## config.mk

```make
export PLATFORM = sky130hd
export DESIGN_NAME = multicycle_controller_flat
export DESIGN_NICKNAME = d
export VERILOG_FILES = /design/src/rtl/multicycle_controller_if.sv /design/src/rtl/multicycle_controller.sv /design/src/flat_wrapper.sv
export SDC_FILE = /design/constraint.sdc
export NUM_CORES = 1
export LEC_CHECK = 0
export CAP_MARGIN = 10
export CORE_MARGIN = 2
export CORE_UTILIZATION = 40
export CTS_CLUSTER_SIZE = 25
export DETAILED_ROUTE_END_ITERATION = 16
export PLACE_DENSITY = 0.8
export SYNTH_ARGS = -nofsm -noshare
export SYNTH_HDL_FRONTEND = slang
export SYNTH_SLANG_ARGS = --single-unit
```

## constraint.sdc

```tcl
create_clock -name CLK -period 2.2 [get_ports CLK]
set_input_delay 0.44 -clock CLK [delete_from_list [all_inputs] [get_ports CLK]]
set_output_delay 0.44 -clock CLK [all_outputs]
set_load 0.005 [all_outputs]
```

## src/rtl/multicycle_controller_if.sv

```systemverilog
// Control bundle between the multicycle ARM-subset datapath (master) and its
// control FSM (slave): instruction fields and flags in, selects and strobes out.
interface multicycle_controller_if;
  logic [3:0] Cond;
  logic [1:0] Op;
  logic [5:0] Funct;
  logic [3:0] Rd;
  logic [3:0] ALUFlags;
  logic       MemReady;
  logic       PCWrite;
  logic       IRWrite;
  logic       RegWrite;
  logic       MemWrite;
  logic       AdrSrc;
  logic       ALUSrcA;
  logic [1:0] ALUSrcB;
  logic [1:0] ResultSrc;
  logic [1:0] ImmSrc;
  logic [1:0] RegSrc;
  logic [1:0] ALUControl;
  logic       LinkWrite;
  logic [3:0] State;

  modport master (
    output Cond, Op, Funct, Rd, ALUFlags, MemReady,
    input  PCWrite, IRWrite, RegWrite, MemWrite, AdrSrc, ALUSrcA, ALUSrcB,
           ResultSrc, ImmSrc, RegSrc, ALUControl, LinkWrite, State
  );

  modport slave (
    input  Cond, Op, Funct, Rd, ALUFlags, MemReady,
    output PCWrite, IRWrite, RegWrite, MemWrite, AdrSrc, ALUSrcA, ALUSrcB,
           ResultSrc, ImmSrc, RegSrc, ALUControl, LinkWrite, State
  );
endinterface

```

## src/rtl/multicycle_controller.sv

```systemverilog
// Multicycle ARM-subset control FSM with NZCV flags and condition evaluation.
// Optional macro CTRL_BL_EN adds the LINK state so BL writes the return address to R14.
module multicycle_controller #(
  parameter logic [3:0] RESET_STATE = 4'd0
) (
  input  logic                         CLK,
  input  logic                         nReset,
  multicycle_controller_if.slave       bus
);

  typedef enum logic [3:0] {
    S_FETCH    = 4'd0,
    S_DECODE   = 4'd1,
    S_MEMADR   = 4'd2,
    S_MEMREAD  = 4'd3,
    S_MEMWB    = 4'd4,
    S_MEMWRITE = 4'd5,
    S_EXECUTER = 4'd6,
    S_EXECUTEI = 4'd7,
    S_ALUWB    = 4'd8,
    S_BRANCH   = 4'd9,
    S_LINK     = 4'd10
  } state_e;

  state_e     state_q, state_d;
  logic [3:0] flags_q, flags_d;

  logic [3:0] cmd_s;
  logic [1:0] dp_ctrl_s;
  logic       dp_ok_s, dp_arith_s, dp_cmp_s;
  logic       cond_ex_s;
  logic       n_s, z_s, c_s, v_s;

  assign cmd_s = bus.Funct[4:1];
  assign {n_s, z_s, c_s, v_s} = flags_q;

  // Data-processing command decode: ALU operation and which side effects apply.
  always_comb begin
    dp_ctrl_s  = 2'b00;
    dp_ok_s    = 1'b1;
    dp_arith_s = 1'b0;
    dp_cmp_s   = 1'b0;
    case (cmd_s)
      4'b0100: begin dp_ctrl_s = 2'b00; dp_arith_s = 1'b1; end
      4'b0010: begin dp_ctrl_s = 2'b01; dp_arith_s = 1'b1; end
      4'b0000: dp_ctrl_s = 2'b10;
      4'b1100: dp_ctrl_s = 2'b11;
      4'b1010: begin dp_ctrl_s = 2'b01; dp_arith_s = 1'b1; dp_cmp_s = 1'b1; end
      default: dp_ok_s = 1'b0;
    endcase
  end

  // Condition check against the registered flags only.
  always_comb begin
    case (bus.Cond)
      4'b0000: cond_ex_s = z_s;
      4'b0001: cond_ex_s = !z_s;
      4'b0010: cond_ex_s = c_s;
      4'b0011: cond_ex_s = !c_s;
      4'b0100: cond_ex_s = n_s;
      4'b0101: cond_ex_s = !n_s;
      4'b0110: cond_ex_s = v_s;
      4'b0111: cond_ex_s = !v_s;
      4'b1000: cond_ex_s = c_s && !z_s;
      4'b1001: cond_ex_s = !c_s || z_s;
      4'b1010: cond_ex_s = (n_s == v_s);
      4'b1011: cond_ex_s = (n_s != v_s);
      4'b1100: cond_ex_s = !z_s && (n_s == v_s);
      4'b1101: cond_ex_s = z_s || (n_s != v_s);
      4'b1110: cond_ex_s = 1'b1;
      default: cond_ex_s = 1'b0;
    endcase
  end

  // Next state and flag update; illegal encodings fall back to FETCH.
  always_comb begin
    state_d = S_FETCH;
    flags_d = flags_q;
    case (state_q)
      S_FETCH:    state_d = bus.MemReady ? S_DECODE : S_FETCH;
      S_DECODE: begin
        if (!cond_ex_s) begin
          state_d = S_FETCH;
        end else begin
          case (bus.Op)
            2'b01:   state_d = S_MEMADR;
            2'b00:   state_d = bus.Funct[5] ? S_EXECUTEI : S_EXECUTER;
`ifdef CTRL_BL_EN
            2'b10:   state_d = bus.Funct[4] ? S_LINK : S_BRANCH;
`else
            2'b10:   state_d = S_BRANCH;
`endif
            default: state_d = S_FETCH;
          endcase
        end
      end
      S_MEMADR:   state_d = bus.Funct[0] ? S_MEMREAD : S_MEMWRITE;
      S_MEMREAD:  state_d = bus.MemReady ? S_MEMWB : S_MEMREAD;
      S_MEMWRITE: state_d = bus.MemReady ? S_FETCH : S_MEMWRITE;
      S_EXECUTER, S_EXECUTEI: begin
        state_d = S_ALUWB;
        // AND/ORR leave C and V untouched.
        if (dp_ok_s && (bus.Funct[0] || dp_cmp_s)) begin
          flags_d[3:2] = bus.ALUFlags[3:2];
          if (dp_arith_s) begin
            flags_d[1:0] = bus.ALUFlags[1:0];
          end else begin
            flags_d[1:0] = flags_q[1:0];
          end
        end else begin
          flags_d = flags_q;
        end
      end
`ifdef CTRL_BL_EN
      S_LINK:     state_d = S_BRANCH;
`endif
      default:    state_d = S_FETCH;
    endcase
  end

  // State and flag registers with synchronous active-low reset.
  always_ff @(posedge CLK) begin
    if (!nReset) begin
      state_q <= state_e'(RESET_STATE);
      flags_q <= 4'b0000;
    end else begin
      state_q <= state_d;
      flags_q <= flags_d;
    end
  end

  logic       pc_write_s, ir_write_s, reg_write_s, mem_write_s, link_write_s;
  logic       adr_src_s, alu_src_a_s;
  logic [1:0] alu_src_b_s, result_src_s, imm_src_s, reg_src_s, alu_control_s;

  // Output decode per state; reset masks every write strobe immediately.
  always_comb begin
    pc_write_s    = 1'b0;
    ir_write_s    = 1'b0;
    reg_write_s   = 1'b0;
    mem_write_s   = 1'b0;
    link_write_s  = 1'b0;
    adr_src_s     = 1'b0;
    alu_src_a_s   = 1'b0;
    alu_src_b_s   = 2'b00;
    result_src_s  = 2'b00;
    imm_src_s     = 2'b00;
    reg_src_s     = 2'b00;
    alu_control_s = 2'b00;
    case (state_q)
      S_FETCH: begin
        alu_src_a_s  = 1'b1;
        alu_src_b_s  = 2'b10;
        result_src_s = 2'b10;
        ir_write_s   = bus.MemReady;
        pc_write_s   = bus.MemReady;
      end
      S_DECODE: begin
        alu_src_a_s = 1'b1;
        alu_src_b_s = 2'b10;
      end
      S_MEMADR: begin
        alu_src_b_s   = 2'b01;
        imm_src_s     = 2'b10;
        alu_control_s = bus.Funct[3] ? 2'b00 : 2'b01;
      end
      S_MEMREAD:  adr_src_s = 1'b1;
      S_MEMWB: begin
        result_src_s = 2'b01;
        reg_write_s  = 1'b1;
        pc_write_s   = (bus.Rd == 4'd15);
      end
      S_MEMWRITE: begin
        adr_src_s   = 1'b1;
        reg_src_s   = 2'b10;
        mem_write_s = 1'b1;
      end
      S_EXECUTER: alu_control_s = dp_ctrl_s;
      S_EXECUTEI: begin
        alu_src_b_s   = 2'b01;
        imm_src_s     = 2'b01;
        alu_control_s = dp_ctrl_s;
      end
      S_ALUWB: begin
        reg_write_s = dp_ok_s && !dp_cmp_s;
        pc_write_s  = dp_ok_s && !dp_cmp_s && (bus.Rd == 4'd15);
      end
      S_BRANCH: begin
        reg_src_s    = 2'b01;
        alu_src_b_s  = 2'b01;
        imm_src_s    = 2'b11;
        result_src_s = 2'b10;
        pc_write_s   = 1'b1;
      end
`ifdef CTRL_BL_EN
      S_LINK: begin
        alu_src_a_s  = 1'b1;
        alu_src_b_s  = 2'b11;
        result_src_s = 2'b10;
        reg_write_s  = 1'b1;
        link_write_s = 1'b1;
      end
`endif
      default: begin
        pc_write_s = 1'b0;
      end
    endcase
    if (!nReset) begin
      pc_write_s   = 1'b0;
      ir_write_s   = 1'b0;
      reg_write_s  = 1'b0;
      mem_write_s  = 1'b0;
      link_write_s = 1'b0;
    end else begin
      link_write_s = link_write_s;
    end
  end

  assign bus.PCWrite    = pc_write_s;
  assign bus.IRWrite    = ir_write_s;
  assign bus.RegWrite   = reg_write_s;
  assign bus.MemWrite   = mem_write_s;
  assign bus.LinkWrite  = link_write_s;
  assign bus.AdrSrc     = adr_src_s;
  assign bus.ALUSrcA    = alu_src_a_s;
  assign bus.ALUSrcB    = alu_src_b_s;
  assign bus.ResultSrc  = result_src_s;
  assign bus.ImmSrc     = imm_src_s;
  assign bus.RegSrc     = reg_src_s;
  assign bus.ALUControl = alu_control_s;
  assign bus.State      = state_q;

endmodule

```

## src/flat_wrapper.sv

```systemverilog
// flat-port wrapper written by rule: the top's interface ports become plain ports
module multicycle_controller_flat 
#(
  parameter logic [3:0] RESET_STATE = 4'd0
)
  (CLK, nReset, bus_Cond, bus_Op, bus_Funct, bus_Rd, bus_ALUFlags, bus_MemReady, bus_PCWrite, bus_IRWrite, bus_RegWrite, bus_MemWrite, bus_AdrSrc, bus_ALUSrcA, bus_ALUSrcB, bus_ResultSrc, bus_ImmSrc, bus_RegSrc, bus_ALUControl, bus_LinkWrite, bus_State);
  multicycle_controller_if bus_i ();
  input  logic CLK;
  input  logic nReset;
  input wire logic [$bits(bus_i.Cond)-1:0] bus_Cond;
  input wire logic [$bits(bus_i.Op)-1:0] bus_Op;
  input wire logic [$bits(bus_i.Funct)-1:0] bus_Funct;
  input wire logic [$bits(bus_i.Rd)-1:0] bus_Rd;
  input wire logic [$bits(bus_i.ALUFlags)-1:0] bus_ALUFlags;
  input wire logic [$bits(bus_i.MemReady)-1:0] bus_MemReady;
  output wire logic [$bits(bus_i.PCWrite)-1:0] bus_PCWrite;
  output wire logic [$bits(bus_i.IRWrite)-1:0] bus_IRWrite;
  output wire logic [$bits(bus_i.RegWrite)-1:0] bus_RegWrite;
  output wire logic [$bits(bus_i.MemWrite)-1:0] bus_MemWrite;
  output wire logic [$bits(bus_i.AdrSrc)-1:0] bus_AdrSrc;
  output wire logic [$bits(bus_i.ALUSrcA)-1:0] bus_ALUSrcA;
  output wire logic [$bits(bus_i.ALUSrcB)-1:0] bus_ALUSrcB;
  output wire logic [$bits(bus_i.ResultSrc)-1:0] bus_ResultSrc;
  output wire logic [$bits(bus_i.ImmSrc)-1:0] bus_ImmSrc;
  output wire logic [$bits(bus_i.RegSrc)-1:0] bus_RegSrc;
  output wire logic [$bits(bus_i.ALUControl)-1:0] bus_ALUControl;
  output wire logic [$bits(bus_i.LinkWrite)-1:0] bus_LinkWrite;
  output wire logic [$bits(bus_i.State)-1:0] bus_State;
  assign bus_i.Cond = bus_Cond;
  assign bus_i.Op = bus_Op;
  assign bus_i.Funct = bus_Funct;
  assign bus_i.Rd = bus_Rd;
  assign bus_i.ALUFlags = bus_ALUFlags;
  assign bus_i.MemReady = bus_MemReady;
  assign bus_PCWrite = bus_i.PCWrite;
  assign bus_IRWrite = bus_i.IRWrite;
  assign bus_RegWrite = bus_i.RegWrite;
  assign bus_MemWrite = bus_i.MemWrite;
  assign bus_AdrSrc = bus_i.AdrSrc;
  assign bus_ALUSrcA = bus_i.ALUSrcA;
  assign bus_ALUSrcB = bus_i.ALUSrcB;
  assign bus_ResultSrc = bus_i.ResultSrc;
  assign bus_ImmSrc = bus_i.ImmSrc;
  assign bus_RegSrc = bus_i.RegSrc;
  assign bus_ALUControl = bus_i.ALUControl;
  assign bus_LinkWrite = bus_i.LinkWrite;
  assign bus_State = bus_i.State;
  multicycle_controller #(.RESET_STATE(RESET_STATE)) u_core (.CLK(CLK), .nReset(nReset), .bus(bus_i));
endmodule
```

==> metrics, run 1 <==
clk root buf clkbuf_4; Die H 51.33 um; htree depth 1; Tmin final 2090 ps; LEAKAGE 0.6792 nW; CTS tree yes; Post-Syn Area 895.9 um2; initial DRC count 36; layout cells sized above 1 0.2123; routed vias/inst 5.527; post-DP HPWL 2159 um; Max FO, Critical Path 7; Total GRT Usage 0.2228; Layout area overhead 67.18%; Cell Pwr Density 287.2 nW/um2; Remaining DRCs 0; uppermost routed layer met4; maximum clock path buffer count 2; Worst-path clk slew 50 ps; antenna cells 0; wire length on met2 1461 um; EDFF count, synth 0; die area 2634 um2; Final Cell Area 1498 um2; Clock Latency Late Sink 250 ps; cell area after placement 1443 um2; Clock Sinks 8; total of max-cap violations 0; Required @ worst endpoint 1760 ps; initial core utilization 0.4129; WP data arrival 1650 ps; Max IR drop VDD 0.0001914 V; synthesized instance count 123; first-pass GRT wire length 4540 um; Routed wire per std cell 13.28 um; Top-Level Pins 44; Final Hold Viols 0; FMAX 478.5 MHz; critical path class register to output port; number of buffers added on ports 42; status completed; ys async rst share 0; setup tns final 0 ps; Met1 Wirelength 1042 um; Rows 17; fin. max-slew vios 0; First-pass DRT Iterations 4; min-delay worst type register to register; RSZ-0062 raised after global routing false; Final #Nets 204; CP startpoint kind register; TritonCTS buffer count 3; clock skew 0.8261 ps; Post-CTS Setup Bufs 0; via count 1144; Synth Register Bits 8; vias in the first global route 1122; Overflow after GRT 0; Final Routed Wirelength 2749 um; syn avg cell area 7.283 um2; syn nets 146; endpoints failing setup 0; register area share after synthesis 0.1788; Antenna Violating Nets Remaining 0; antenna violations before repair 0; Most used DFF post-synth dfxtp_1; GP Congestion 0.8768; Synth cell types 45; crit end category output port; met3 wire len 229 um; core footprint 2170 um2; Tcrit/Tclk final 0.9499; pin count of the biggest net entering global routing 14; warnings from Yosys 0; Die W 51.33 um
metrics by stage:
| stage | hold WS (ps) | power (mW) | setup slack (ps) | instances | util |
|---|---|---|---|---|---|
| after floorplan | 526.1 | 0.2243 | 526.5 | 123 | - |
| final | 576.5 | 0.4301 | 110.3 | 207 | 0.6903 |
| after detailed placement | 571.9 | 0.3245 | -425.6 | 204 | 0.6649 |
| after CTS | 578.9 | 0.4302 | -74.93 | 207 | 0.6782 |
| after global routing | 612.8 | 0.4623 | 7.290 | 207 | 0.6903 |
| after global placement | 568.0 | 0.3191 | -431.6 | 204 | 0.6649 |
where the power goes:
| part | internal (mW) | leakage [nW] | switching [mW] |
|---|---|---|---|
| sequential | 0.148 | 0.0655 | 0.00690 |
| clock | 0.0621 | 0.0138 | 0.0454 |
| combinational | 0.0990 | 0.600 | 0.0681 |
layer usage:
layer	global-route usage	up-vias
met4	0.1053	0
li1	-	562
met1	0.2250	527
met5	0	-
met2	0.4372	52
met3	0.03509	3
cells in the mapped netlist, types with 2 or more instances:
master	count	area share
mux2i_1	6	0.067
and3_1	2	0.014
nor2b_1	6	0.042
o21ai_0	7	0.039
clkbuf_1	2	0.0084
nor2_1	8	0.034
nand2_1	8	0.034
nand3_1	3	0.017
nor4bb_1	2	0.022
nor3b_1	3	0.025
a31oi_1	3	0.021
buf_2	2	0.011
a21oi_1	5	0.028
dfxtp_1	8	0.18
and2_1	2	0.014
nor3_1	7	0.039
nor4b_1	2	0.020
o22ai_1	4	0.028
nand2b_1	7	0.049
nor4_1	2	0.014
buf_4	3	0.025
xor2_1	3	0.029
inv_1	5	0.021
nand3b_1	2	0.017
critical path: stages, from the launching register on:
cell and delay [ps]:
dfxtp_1 300, inv_1 110, buf_4 170, nand2_1 150, nor2_1 150, clkdlybuf4s50_1 520
layout make-up:
| class | instances | area [um2] |
|---|---|---|
| multi-input combinational | 102 | 696.9 |
| timing repair buffer | 61 | 561.8 |
| sequential | 8 | 162.7 |
| fill | 184 | 671.9 |
| clock buffer | 3 | 22.52 |
| inverter | 5 | 18.77 |
| tap | 28 | 35.03 |
logic make-up (layout without fill, tap and decap cells):
logic type | after synthesis | count (layout) | synth area share
other | 1 | 1 | 0.004186
buffers and inverters | 13 | 69 | 0.07822
AND/OR/NAND/NOR | 64 | 64 | 0.4386
XOR/XNOR | 4 | 4 | 0.03911
flip-flops | 8 | 8 | 0.1788
AO/OA/AOI/OAI | 27 | 27 | 0.1941
multiplexers | 6 | 6 | 0.06704
worst paths after layout:
check        cells after the start                start  slack (ps)             endpoint
max reg2reg                      5    u_core.flags_q[3]         470  u_core.bus.State[3]
min reg2reg                      2    u_core.flags_q[0]         580    u_core.flags_q[0]
min                              2    u_core.flags_q[0]         580    u_core.flags_q[0]
max                              5  u_core.bus.State[1]         110         bus_MemWrite
state kept, by name, indices dropped and copies added, names as in the netlist:
name / count
u_core.bus.State: 4
u_core.flags_q: 4
what timing repair did:
| action | CTS | global route |
|---|---|---|
| gates cloned | 0 | 0 |
| hold buffers | 0 | 0 |
| pin swaps | 2 | 3 |
| gates resized for setup | 18 | 10 |
| setup endpoints to repair | 9 | 6 |
layout by cell type, fill, tap and decap left out, types with 4 or more instances in the layout:
master	instances
clkdlybuf4s50_1	29
o22ai_1	4
nand2_1	8
mux2i_1	6
a21oi_1	4
nor2_1	8
o21ai_0	7
nand2b_1	6
dlymetal6s2s_1	6
dfxtp_1	6
buf_4	19
nor2b_1	5
nor3_1	6
inv_1	4
dlygate4sd2_1	5
(Power assumes the default switching activity.)
==> inputs of run 2 (changes only) <==
--- a/config.mk
+++ b/config.mk
@@ -12,4 +12,5 @@
 export DETAILED_ROUTE_END_ITERATION = 16
 export PLACE_DENSITY = 0.8
+export REMOVE_ABC_BUFFERS = 1
 export SYNTH_ARGS = -nofsm -noshare
 export SYNTH_HDL_FRONTEND = slang
==> constraint.sdc (replaced) <==
create_clock -name CLK -period 2.2 [get_ports CLK]
set_input_delay 0.33 -clock CLK [delete_from_list [all_inputs] [get_ports CLK]]
set_output_delay 0.33 -clock CLK [all_outputs]
set_load 0.005 [all_outputs]
==> metrics, run 2 (same netlist as run 1, synthesis figures left out) <==
Top-Level Pins 44 (unchanged); Clock Sinks 8 (unchanged); Total Power 0.4311 mW (+0.23%); CP startpoint kind input port; First-pass DRT Iterations 4 (unchanged); Required @ worst endpoint 1870 ps (+110 ps); Layout area overhead 60.61%; layout cells sized above 1 0.1724 (-0.03988); core footprint 2170 um2 (unchanged); Tmin final 2168 ps (+78.23 ps); total of max-cap violations 0 (unchanged); fin. max-slew vios 0 (unchanged); Die W 51.33 um (unchanged); Post-CTS Setup Bufs 0 (unchanged); Final Util 0.6632 (-0.02711); first-pass GRT wire length 4174 um (-8.1%); antenna cells 0 (unchanged); maximum clock path buffer count 2 (unchanged); WP data arrival 1840 ps (+190 ps); LEAKAGE 0.5648 nW (-17%); Final Routed Wirelength 2682 um (-2.4%); min-delay worst type register to register; routed vias/inst 5.530 (about the same); htree depth 1 (unchanged); die area 2634 um2 (unchanged); Antenna Violating Nets Remaining 0 (unchanged); Final #Nets 199 (-2.5%); Hold Startpoint u_core.flags_q[0]; Max FO, Critical Path 3 (-4); r2r setup slk 540 ps (+70 ps); worst-case reg-to-reg path depth 5 (unchanged); Final Cell Area 1439 um2 (-3.9%); endpoints failing setup 0 (unchanged); WHS Path Cells 2 (unchanged); most frequent cells in the layout clkdlybuf4s50_1 (38), buf_4 (14), nand2_1 (8), nor2_1 (8), o21ai_0 (7); Routed wire per std cell 13.28 um (about the same); clock skew 2.639 ps (+1.813 ps); pin count of the biggest net entering global routing 14 (unchanged); number of buffers added on ports 42 (unchanged); crit end category output port; TritonCTS buffer count 3 (unchanged); critical path class input port to output port; cell area after placement 1405 um2 (-2.6%); initial core utilization 0.4129 (unchanged); Final Hold Viols 0 (unchanged); FMAX 461.3 MHz (-3.6%); GP Congestion 0.8760 (about the same); Die H 51.33 um (unchanged); Rows 17 (unchanged); Hold Buf Count CTS 0 (unchanged); most common cell after layout, fill and taps aside clkdlybuf4s50_1; Total GRT Usage 0.2028 (-0.01996); Cell Pwr Density 299.6 nW/um2 (+4.3%); status completed; Hold Path End u_core.flags_q[0]; post-DP HPWL 2139 um (-0.93%); antenna violations before repair 0 (unchanged); Tcrit/Tclk final 0.9854 (+0.03556); Remaining DRCs 0 (unchanged); via count 1117 (-2.4%); clk root buf clkbuf_4; vias in the first global route 1006 (-10%); Worst-path clk slew 50 ps (about the same); worst reg2reg path endpoint u_core.bus.State[3]; CTS tree yes; initial DRC count 18 (-50%); Clock Latency Late Sink 250 ps (about the same); r2r startpoint u_core.flags_q[3]; Max IR drop VDD 0.0002418 V (+26%); Overflow after GRT 0 (unchanged)
==> run 2: cell types whose count changed in the layout (fill, tap and decap cells not counted), sizes merged <==
cell / delta
clkdlybuf4s50: +9
dlymetal6s2s: -6
dlygate4sd2: -2
buf: -7
clkbuf: +1
==> run 2: cell type report <==
cell class / count / area (um2)
fillers: 187 / 730.7
multi-input cells: 102 / 683.2
repair buffers: 56 / 516.7
flip-flops and latches: 8 / 162.7
well taps: 28 / 35.03
clock buffers: 3 / 22.52
inverters: 5 / 18.77
==> run 2: worst max-delay path by stage <==
stage | cells past startpoint | endpoint | slack, ps | startpoint
after CTS | 3 | bus_ImmSrc[1] | 20 | u_core.bus.State[0]
after global routing | 7 | bus_PCWrite | -80 | bus_Funct[3]
after floorplan | 4 | bus_ALUControl[0] | 510 | u_core.bus.State[1]
after detailed placement | 7 | bus_PCWrite | -270 | bus_Funct[3]
final | 7 | bus_PCWrite | 30 | bus_Funct[3]
after global placement | 7 | bus_PCWrite | -220 | bus_Funct[3]
==> run 2: power breakdown <==
part / leakage (nW) / internal [mW] / switching (mW)
logic: 0.485 / 0.0979 / 0.0669
registers: 0.0655 / 0.148 / 0.00657
clock network: 0.0138 / 0.0624 / 0.0489
==> run 2: critical path, cell delays in order <==
cell,delay (ps)
clkdlybuf4s50_1,500
nand2b_4,140
a31oi_1,120
nor4_1,320
a31oi_1,90
a211oi_2,210
clkbuf_2,140
==> run 2: stage by stage <==
step,TNS (ps),std cells,setup WS [ps],hold slack [ps]
2_1_floorplan,0,115,511.8,424.3
3_3_place_gp,-387.4,199,-216.5,557.1
3_5_place_dp,-506.5,199,-270.6,590.9
4_1_cts,0,202,18.54,597.3
5_1_grt,-84.21,202,-84.21,626.4
6_report,0,202,32.09,595.6
==> run 2: repair_timing <==
action,in CTS,in global routing
resized for setup,6,6
hold endpoints to repair,0,0
cloned,0,0
setup endpoints to repair,5,5
pin swaps,1,2
==> run 2: metal layers <==
metal,track usage,part of all wire
met1,0.2327,0.41
met2,0.3831,0.51
met3,0.04386,0.072
met4,0.03947,0.0041
met5,0,0
